==> config.mk <==
export PLATFORM = sky130hd
export DESIGN_NAME = alu_arbiter
export DESIGN_NICKNAME = d
export VERILOG_FILES = /design/src/rtl/alu_arbiter_pkg.sv /design/src/rtl/alu_arbiter_rr_grant2.sv /design/src/rtl/alu_arbiter.sv
export SDC_FILE = /design/constraint.sdc
export NUM_CORES = 1
export LEC_CHECK = 0
export CAP_MARGIN = 10
export CORE_UTILIZATION = 40
export CTS_CLUSTER_DIAMETER = 50
export DETAILED_ROUTE_END_ITERATION = 16
export PLACE_DENSITY = 0.88
export SYNTH_ARGS = -nofsm -noshare
export SYNTH_HDL_FRONTEND = slang
export SYNTH_SLANG_ARGS = --single-unit
export TNS_END_PERCENT = 30
==> constraint.sdc <==
create_clock -name clk -period 6.8 [get_ports clk]
set_input_delay 1.02 -clock clk [delete_from_list [all_inputs] [get_ports clk]]
set_output_delay 1.02 -clock clk [all_outputs]
set_load 0.01 [all_outputs]
==> src/rtl/alu_arbiter_pkg.sv <==
// Shared constants for the two-requester ALU arbiter: FSM states, ALU control codes.
package alu_arbiter_pkg;

    localparam int unsigned STATE_W = 2;
    localparam int unsigned CTRL_W  = 3;

    localparam logic [STATE_W-1:0] ST_IDLE = 2'd0;
    localparam logic [STATE_W-1:0] ST_EXEC = 2'd1;
    localparam logic [STATE_W-1:0] ST_RESP = 2'd2;

    localparam logic [CTRL_W-1:0] CTRL_ADD = 3'b000;
    localparam logic [CTRL_W-1:0] CTRL_SUB = 3'b001;
    localparam logic [CTRL_W-1:0] CTRL_AND = 3'b010;
    localparam logic [CTRL_W-1:0] CTRL_OR  = 3'b011;

    localparam int unsigned CTRL_ILLEGAL_BIT = 2;

    // The four defined operations are legal; any code with the illegal bit set is rejected.
    function automatic logic ctrl_is_illegal(input logic [CTRL_W-1:0] ctrl);
        case (ctrl)
            CTRL_ADD, CTRL_SUB, CTRL_AND, CTRL_OR: return 1'b0;
            default:                               return ctrl[CTRL_ILLEGAL_BIT];
        endcase
    endfunction

endpackage

==> src/rtl/alu_arbiter_rr_grant2.sv <==
// Two-way round-robin grant: a lone valid wins, a tie goes to the side not granted last.
module rr_grant2 (
    input  logic req0_i,
    input  logic req1_i,
    input  logic last_grant_i,
    output logic grant_c_o,
    output logic any_c_o
);

    // Grant id is 1 for requester 1, 0 for requester 0.
    always_comb begin
        any_c_o   = req0_i | req1_i;
        grant_c_o = 1'b0;
        if (req0_i && req1_i) begin
            grant_c_o = ~last_grant_i;
        end else if (req1_i) begin
            grant_c_o = 1'b1;
        end
    end

endmodule

==> src/rtl/alu_arbiter.sv <==
// Shares one external combinational ALU between two requesters, one operation at a time.
module alu_arbiter
    import alu_arbiter_pkg::*;
#(
    parameter int unsigned WIDTH = 32,
    parameter int unsigned CNTW  = 16
) (
    input  logic              clk,
    input  logic              rst,
    input  logic              req0_valid,
    output logic              req0_ready,
    input  logic [WIDTH-1:0]  req0_a,
    input  logic [WIDTH-1:0]  req0_b,
    input  logic [CTRL_W-1:0] req0_ctrl,
    input  logic              req1_valid,
    output logic              req1_ready,
    input  logic [WIDTH-1:0]  req1_a,
    input  logic [WIDTH-1:0]  req1_b,
    input  logic [CTRL_W-1:0] req1_ctrl,
    output logic [WIDTH-1:0]  alu_a,
    output logic [WIDTH-1:0]  alu_b,
    output logic [CTRL_W-1:0] alu_ctrl,
    input  logic [WIDTH-1:0]  alu_result,
    output logic              resp_valid,
    input  logic              resp_ready,
    output logic              resp_id,
    output logic [WIDTH-1:0]  resp_result,
    output logic              resp_zero,
    output logic              resp_err,
    output logic [CNTW-1:0]   op_count
);

    logic [STATE_W-1:0] state_q, state_d;
    logic [WIDTH-1:0]   a_q, a_d, b_q, b_d, result_q, result_d;
    logic [CTRL_W-1:0]  ctrl_q, ctrl_d;
    logic               id_q, id_d, last_q, last_d;
    logic               valid_q, valid_d, zero_q, zero_d, err_q, err_d;
    logic [CNTW-1:0]    count_q, count_d;
    logic               grant_c, any_c;

    rr_grant2 u_rr_grant2 (
        .req0_i       (req0_valid),
        .req1_i       (req1_valid),
        .last_grant_i (last_q),
        .grant_c_o    (grant_c),
        .any_c_o      (any_c)
    );

    // Next-state, operand latching, result capture and handshake bookkeeping.
    always_comb begin
        state_d    = state_q;
        a_d        = a_q;
        b_d        = b_q;
        ctrl_d     = ctrl_q;
        id_d       = id_q;
        last_d     = last_q;
        valid_d    = valid_q;
        result_d   = result_q;
        zero_d     = zero_q;
        err_d      = err_q;
        count_d    = count_q;
        req0_ready = 1'b0;
        req1_ready = 1'b0;
        case (state_q)
            ST_IDLE: begin
                if (!rst && any_c) begin
                    req0_ready = ~grant_c;
                    req1_ready = grant_c;
                end
                if (req0_ready && req0_valid) begin
                    a_d     = req0_a;
                    b_d     = req0_b;
                    ctrl_d  = req0_ctrl;
                    id_d    = 1'b0;
                    state_d = ST_EXEC;
                end else if (req1_ready && req1_valid) begin
                    a_d     = req1_a;
                    b_d     = req1_b;
                    ctrl_d  = req1_ctrl;
                    id_d    = 1'b1;
                    state_d = ST_EXEC;
                end
            end
            ST_EXEC: begin
                if (ctrl_is_illegal(ctrl_q)) begin
                    result_d = '0;
                    zero_d   = 1'b1;
                    err_d    = 1'b1;
                end else begin
                    result_d = alu_result;
                    zero_d   = (alu_result == '0);
                    err_d    = 1'b0;
                end
                valid_d = 1'b1;
                state_d = ST_RESP;
            end
            ST_RESP: begin
                if (resp_ready) begin
                    valid_d = 1'b0;
                    last_d  = id_q;
                    count_d = count_q + CNTW'(1);
                    state_d = ST_IDLE;
                end
            end
            default: begin
                state_d = ST_IDLE;
            end
        endcase
    end

    // FSM state register.
    always_ff @(posedge clk or posedge rst) begin
        if (rst) begin
            state_q <= ST_IDLE;
        end else begin
            state_q <= state_d;
        end
    end

    // Operation, response and counter registers; last grant resets to 1 so requester 0 wins the first tie.
    always_ff @(posedge clk or posedge rst) begin
        if (rst) begin
            a_q      <= '0;
            b_q      <= '0;
            ctrl_q   <= '0;
            id_q     <= 1'b0;
            last_q   <= 1'b1;
            valid_q  <= 1'b0;
            result_q <= '0;
            zero_q   <= 1'b0;
            err_q    <= 1'b0;
            count_q  <= '0;
        end else begin
            a_q      <= a_d;
            b_q      <= b_d;
            ctrl_q   <= ctrl_d;
            id_q     <= id_d;
            last_q   <= last_d;
            valid_q  <= valid_d;
            result_q <= result_d;
            zero_q   <= zero_d;
            err_q    <= err_d;
            count_q  <= count_d;
        end
    end

    assign alu_a       = a_q;
    assign alu_b       = b_q;
    assign alu_ctrl    = ctrl_q;
    assign resp_valid  = valid_q;
    assign resp_id     = id_q;
    assign resp_result = result_q;
    assign resp_zero   = zero_q;
    assign resp_err    = err_q;
    assign op_count    = count_q;

endmodule

==> impl_results.md <==
* Worst supply voltage drop on vdd at roughly 0.23 mV
* Drc violations at 0
* Sink count of the clock tree at 122
* Library cell used as clock root buffer: sky130_fd_sc_hd__clkbuf_16
* Number of placement rows at 42
* Number of inserted filler cells in the final layout at about 1000
* Synthesized area divided by synthesized cell count at just over 10 sq um
* Run status: finished clean
* Area of the placeable core at about 13000 sq um
* ANT cells at 0
* Number of nets with antenna violations after detailed routing at 0
* Number of global-route vias before repair at approximately 5100
* Critical Path, Cell by Cell: clkdlybuf4s50_1, inv_4, o211ai_4, nor3_1, clkdlybuf4s50_1
* Leftover overflow at the end of global routing at 0
* CP Class: in -> out
* Die X at roughly 120 microns
* Initial cell density of the core at about 41%
* CTS Hold Buffers Added at 0
* Number of antenna violations at the first check in global routing at 0
* Max-Cap Viols at 0
* Resize count post-CTS at 0
* Smallest setup slack after layout at 2.56 ns
* Clock Tree Buf Depth at 2
* Maximum achievable frequency at about 0.24 GHz
* Portion of the clock cycle consumed by the worst path in the final layout at between 60% and 70%
* Main flop type after synthesis: sky130_fd_sc_hd__dfrtp_1
* Part of the power in combinational logic at between 30% and 40%
* Proportion of power drawn by flip-flops and latches at 35.0%
* Number of distinct library cells after synthesis at 29
* H-tree levels at 4
* Sequential cell area fraction in the yosys report at a little under three fifths
* Max Transition Viols Final at 0
* Async S/R FF share, synth at between 90% and 100%
* PortBufs at ~290
* Post-Syn Nets at between 600 and 700
* Total power divided by cell area at about 380 nW/um^2
* Yosys warning count at 0
* Net total in the final layout at slightly below 1000
* Dpl hpwl at approximately 11000 microns
* Clock network fraction of total power at between 20% and 30%
* EDFF count, synth at 0
* Data required time at the worst endpoint at roughly 5.8 ns
* Via Count at 4903
* Wire length of the first global-routing pass at approximately 25000 microns
* Critical path buffers and inverters at 3
* Cell family with the largest share of critical-path delay: buffers and inverters
* Switching power at approximately 1.1 mW
* Slew of the pin with the lowest slew margin at 1.08 ns
* Relative max-transition margin at between 20 and 30%
* Synth top area cells: sky130_fd_sc_hd__dfrtp_1 (55%), sky130_fd_sc_hd__mux2i_1 (12%), sky130_fd_sc_hd__a21oi_1 (6.1%)
* Capturing element type of the critical path: primary output
* Slowest library cell on the worst path: sky130_fd_sc_hd__inv_4
* Fraction of synthesized cell area taken by the top area cell type at 55.5%
* Hold WC Path Type: reg -> reg
* Clock insertion delay at the later pin of the skew report at between 0.4 and 0.5 ns
* Die Y at between 100 and 150 microns
* Number of setup buffers added after CTS at 0
* Vias per std cell at 4.92
* Ports placed on the boundary at approximately 290
* Layout overhead on the synthesized area at 66.5%
* Post-synthesis instance total at about 530
* Critical-path maximum fanout at around 70
* Maximum number of pins on one net before global-route repair at between 80 and 90
* Share of layout cells above drive strength 1 at 5.49%
* CTS tree: built
* Top cell type by total area after synthesis: sky130_fd_sc_hd__dfrtp_1
* Aggregate negative setup slack at 0 ns
* TritonCTS Buffers at 17
* Time the worst path needs with I/O delays and setup at ~4.2 ns
* Area of the die at about 14000 sq um
* Top cell by count, worst path: sky130_fd_sc_hd__clkdlybuf4s50_1
* GRT Overall Usage at a little under a quarter
* Clock-pin slew on the worst setup and hold paths at around 0.06 ns
* Cell area after technology mapping at between 5000 and 6000 sq um
* RSZ-0062 raised after global routing: no
* Internal power component at between 2 and 2.5 mW
* Routed Wire Length at 16100 microns
* Synth Register Bits at roughly 120
* Max Clock Skew at just over 0.008 ns
* Kind of start point of the critical path: input port
* Worst setup timing slack at the placement stage at 2.49 ns
* Average routed wire per standard cell at ~16 microns
* Pre-Repair DR Iteration Count at 4
* Slowest stage delay, CP at about 0.66 ns
* Net Sw Frac at slightly above 30%
* Final hold violation count at 0
* Drt first-iter violations at around 260
* Static leakage power at between 4 and 5 nW
* Final setup violating endpoints at 0
* Arr. time, crit path at 3.22 ns
* Placer's final routability congestion estimate at around 0.86
## flip-flops by register name, summed over array words and instances (netlist names)
name	cells
alu_ctrl	3
resp_zero	1
resp_err	1
resp_valid	1
alu_a	32
alu_b	32
op_count	16
state_q	2
last_q	1
resp_id	1
resp_result	32
## worst paths after layout
| path | start | to | slack [ns] | cells past startpoint |
|---|---|---|---|---|
| max reg2reg | state_q[1]$_DFFE_PP0P_ | alu_b[15]$_DFFE_PP0P_ | 4.28 | 5 |
| max in group asynchronous | rst | alu_b[5]$_DFFE_PP0P_ | 4.36 | 3 |
| min | op_count[15]$_DFFE_PP0P_ | op_count[15]$_DFFE_PP0P_ | 0.47 | 1 |
| min reg2reg | op_count[15]$_DFFE_PP0P_ | op_count[15]$_DFFE_PP0P_ | 0.47 | 1 |
| min in group asynchronous | rst | op_count[11]$_DFFE_PP0P_ | 1.20 | 2 |
| max | rst | req0_ready | 2.56 | 5 |
## per-layer routing
layer | part of all wire [%] | track usage (%) | vias up
li1 | - | - | 2363
met1 | 38 | 25.7 | 2286
met2 | 51 | 41.0 | 229
met3 | 8.7 | 9.39 | 25
met4 | 2.2 | 8.23 | 0
met5 | 0 | 0 | -
## power groups by stage
stage                     combinational [mW]  clock, mW  sequential [mW]
final                                   1.27      0.947             1.20
after global routing                    1.37      0.996             1.23
after detailed placement                1.28          0             1.20
after floorplan                        0.394          0             1.30
after global placement                  1.25          0             1.19
after CTS                               1.29      0.960             1.20
## placed cells by master, fill, tap and decap left out, types with 6 or more instances in the layout
master and instances:
sky130_fd_sc_hd__nand2_1 43, sky130_fd_sc_hd__nor4_1 9, sky130_fd_sc_hd__nor2_1 71, sky130_fd_sc_hd__xnor2_1 11, sky130_fd_sc_hd__dfrtp_1 121, sky130_fd_sc_hd__clkdlybuf4s50_1 291
sky130_fd_sc_hd__nand2b_1 33, sky130_fd_sc_hd__o21ai_0 34, sky130_fd_sc_hd__nand3_1 6, sky130_fd_sc_hd__mux2i_1 67, sky130_fd_sc_hd__nand4_1 6, sky130_fd_sc_hd__clkbuf_16 17
sky130_fd_sc_hd__a21oi_1 67
## synthesized netlist by cell type (2+ instances only)
| library cell | count |
|---|---|
| sky130_fd_sc_hd__nand2b_1 | 34 |
| sky130_fd_sc_hd__mux2i_1 | 67 |
| sky130_fd_sc_hd__nand2_1 | 43 |
| sky130_fd_sc_hd__nor3_1 | 2 |
| sky130_fd_sc_hd__buf_2 | 21 |
| sky130_fd_sc_hd__xnor2_1 | 11 |
| sky130_fd_sc_hd__inv_1 | 4 |
| sky130_fd_sc_hd__nor2_1 | 71 |
| sky130_fd_sc_hd__buf_6 | 2 |
| sky130_fd_sc_hd__clkbuf_1 | 7 |
| sky130_fd_sc_hd__xor2_1 | 4 |
| sky130_fd_sc_hd__nand4_1 | 6 |
| sky130_fd_sc_hd__mux2_2 | 2 |
| sky130_fd_sc_hd__nor4_1 | 9 |
| sky130_fd_sc_hd__nor4_2 | 2 |
| sky130_fd_sc_hd__and3_1 | 2 |
| sky130_fd_sc_hd__a21oi_1 | 67 |
| sky130_fd_sc_hd__dfrtp_1 | 121 |
| sky130_fd_sc_hd__nand3_1 | 6 |
| sky130_fd_sc_hd__o21ai_0 | 34 |
| sky130_fd_sc_hd__buf_4 | 2 |
| sky130_fd_sc_hd__o21bai_1 | 2 |
## per-stage QoR
step           utilization, %  hold slack, ns  power, mW  area [sq um]  std cells
2_1_floorplan               -           0.472       1.70          5460        526
3_3_place_gp             63.7           0.461       2.44          8470        964
3_5_place_dp             63.7           0.469       2.48          8470        964
4_1_cts                  68.3           0.477       3.44          9080        996
5_1_grt                  68.3           0.487       3.60          9080        996
6_report                 68.3           0.467       3.42          9080        996
## worst register-to-register path, delay by kind of cell, from the launching register on
family | cells | cell delay, ns
AO/OA/AOI/OAI | 2 | 0.93
buffers and inverters | 1 | 0.60
flip-flops | 1 | 0.45
AND/OR/NAND/NOR | 2 | 0.47
## logic make-up after synthesis
| logic type | count (synthesis) | share of synthesized area, % |
|---|---|---|
| multiplexers | 69 | 12.7 |
| flip-flops | 122 | 56.0 |
| AND/OR/NAND/NOR | 177 | 15.4 |
| XOR/XNOR | 15 | 2.41 |
| buffers and inverters | 37 | 3.44 |
| AO/OA/AOI/OAI | 105 | 9.90 |
| adder cells (fa/ha/maj) | 1 | 0.229 |
## area by class of cell
cell class	instances	area, sq um	area share [%]
timing repair buffer	294	2940	32.3
sequential	122	3050	33.6
clock inverter	12	173	1.90
clock buffer	20	447	4.92
tap	176	220	2.42
multi-input combinational	367	2230	24.6
inverter	5	21.3	0.234
Power figures use the tool's default switching activity.
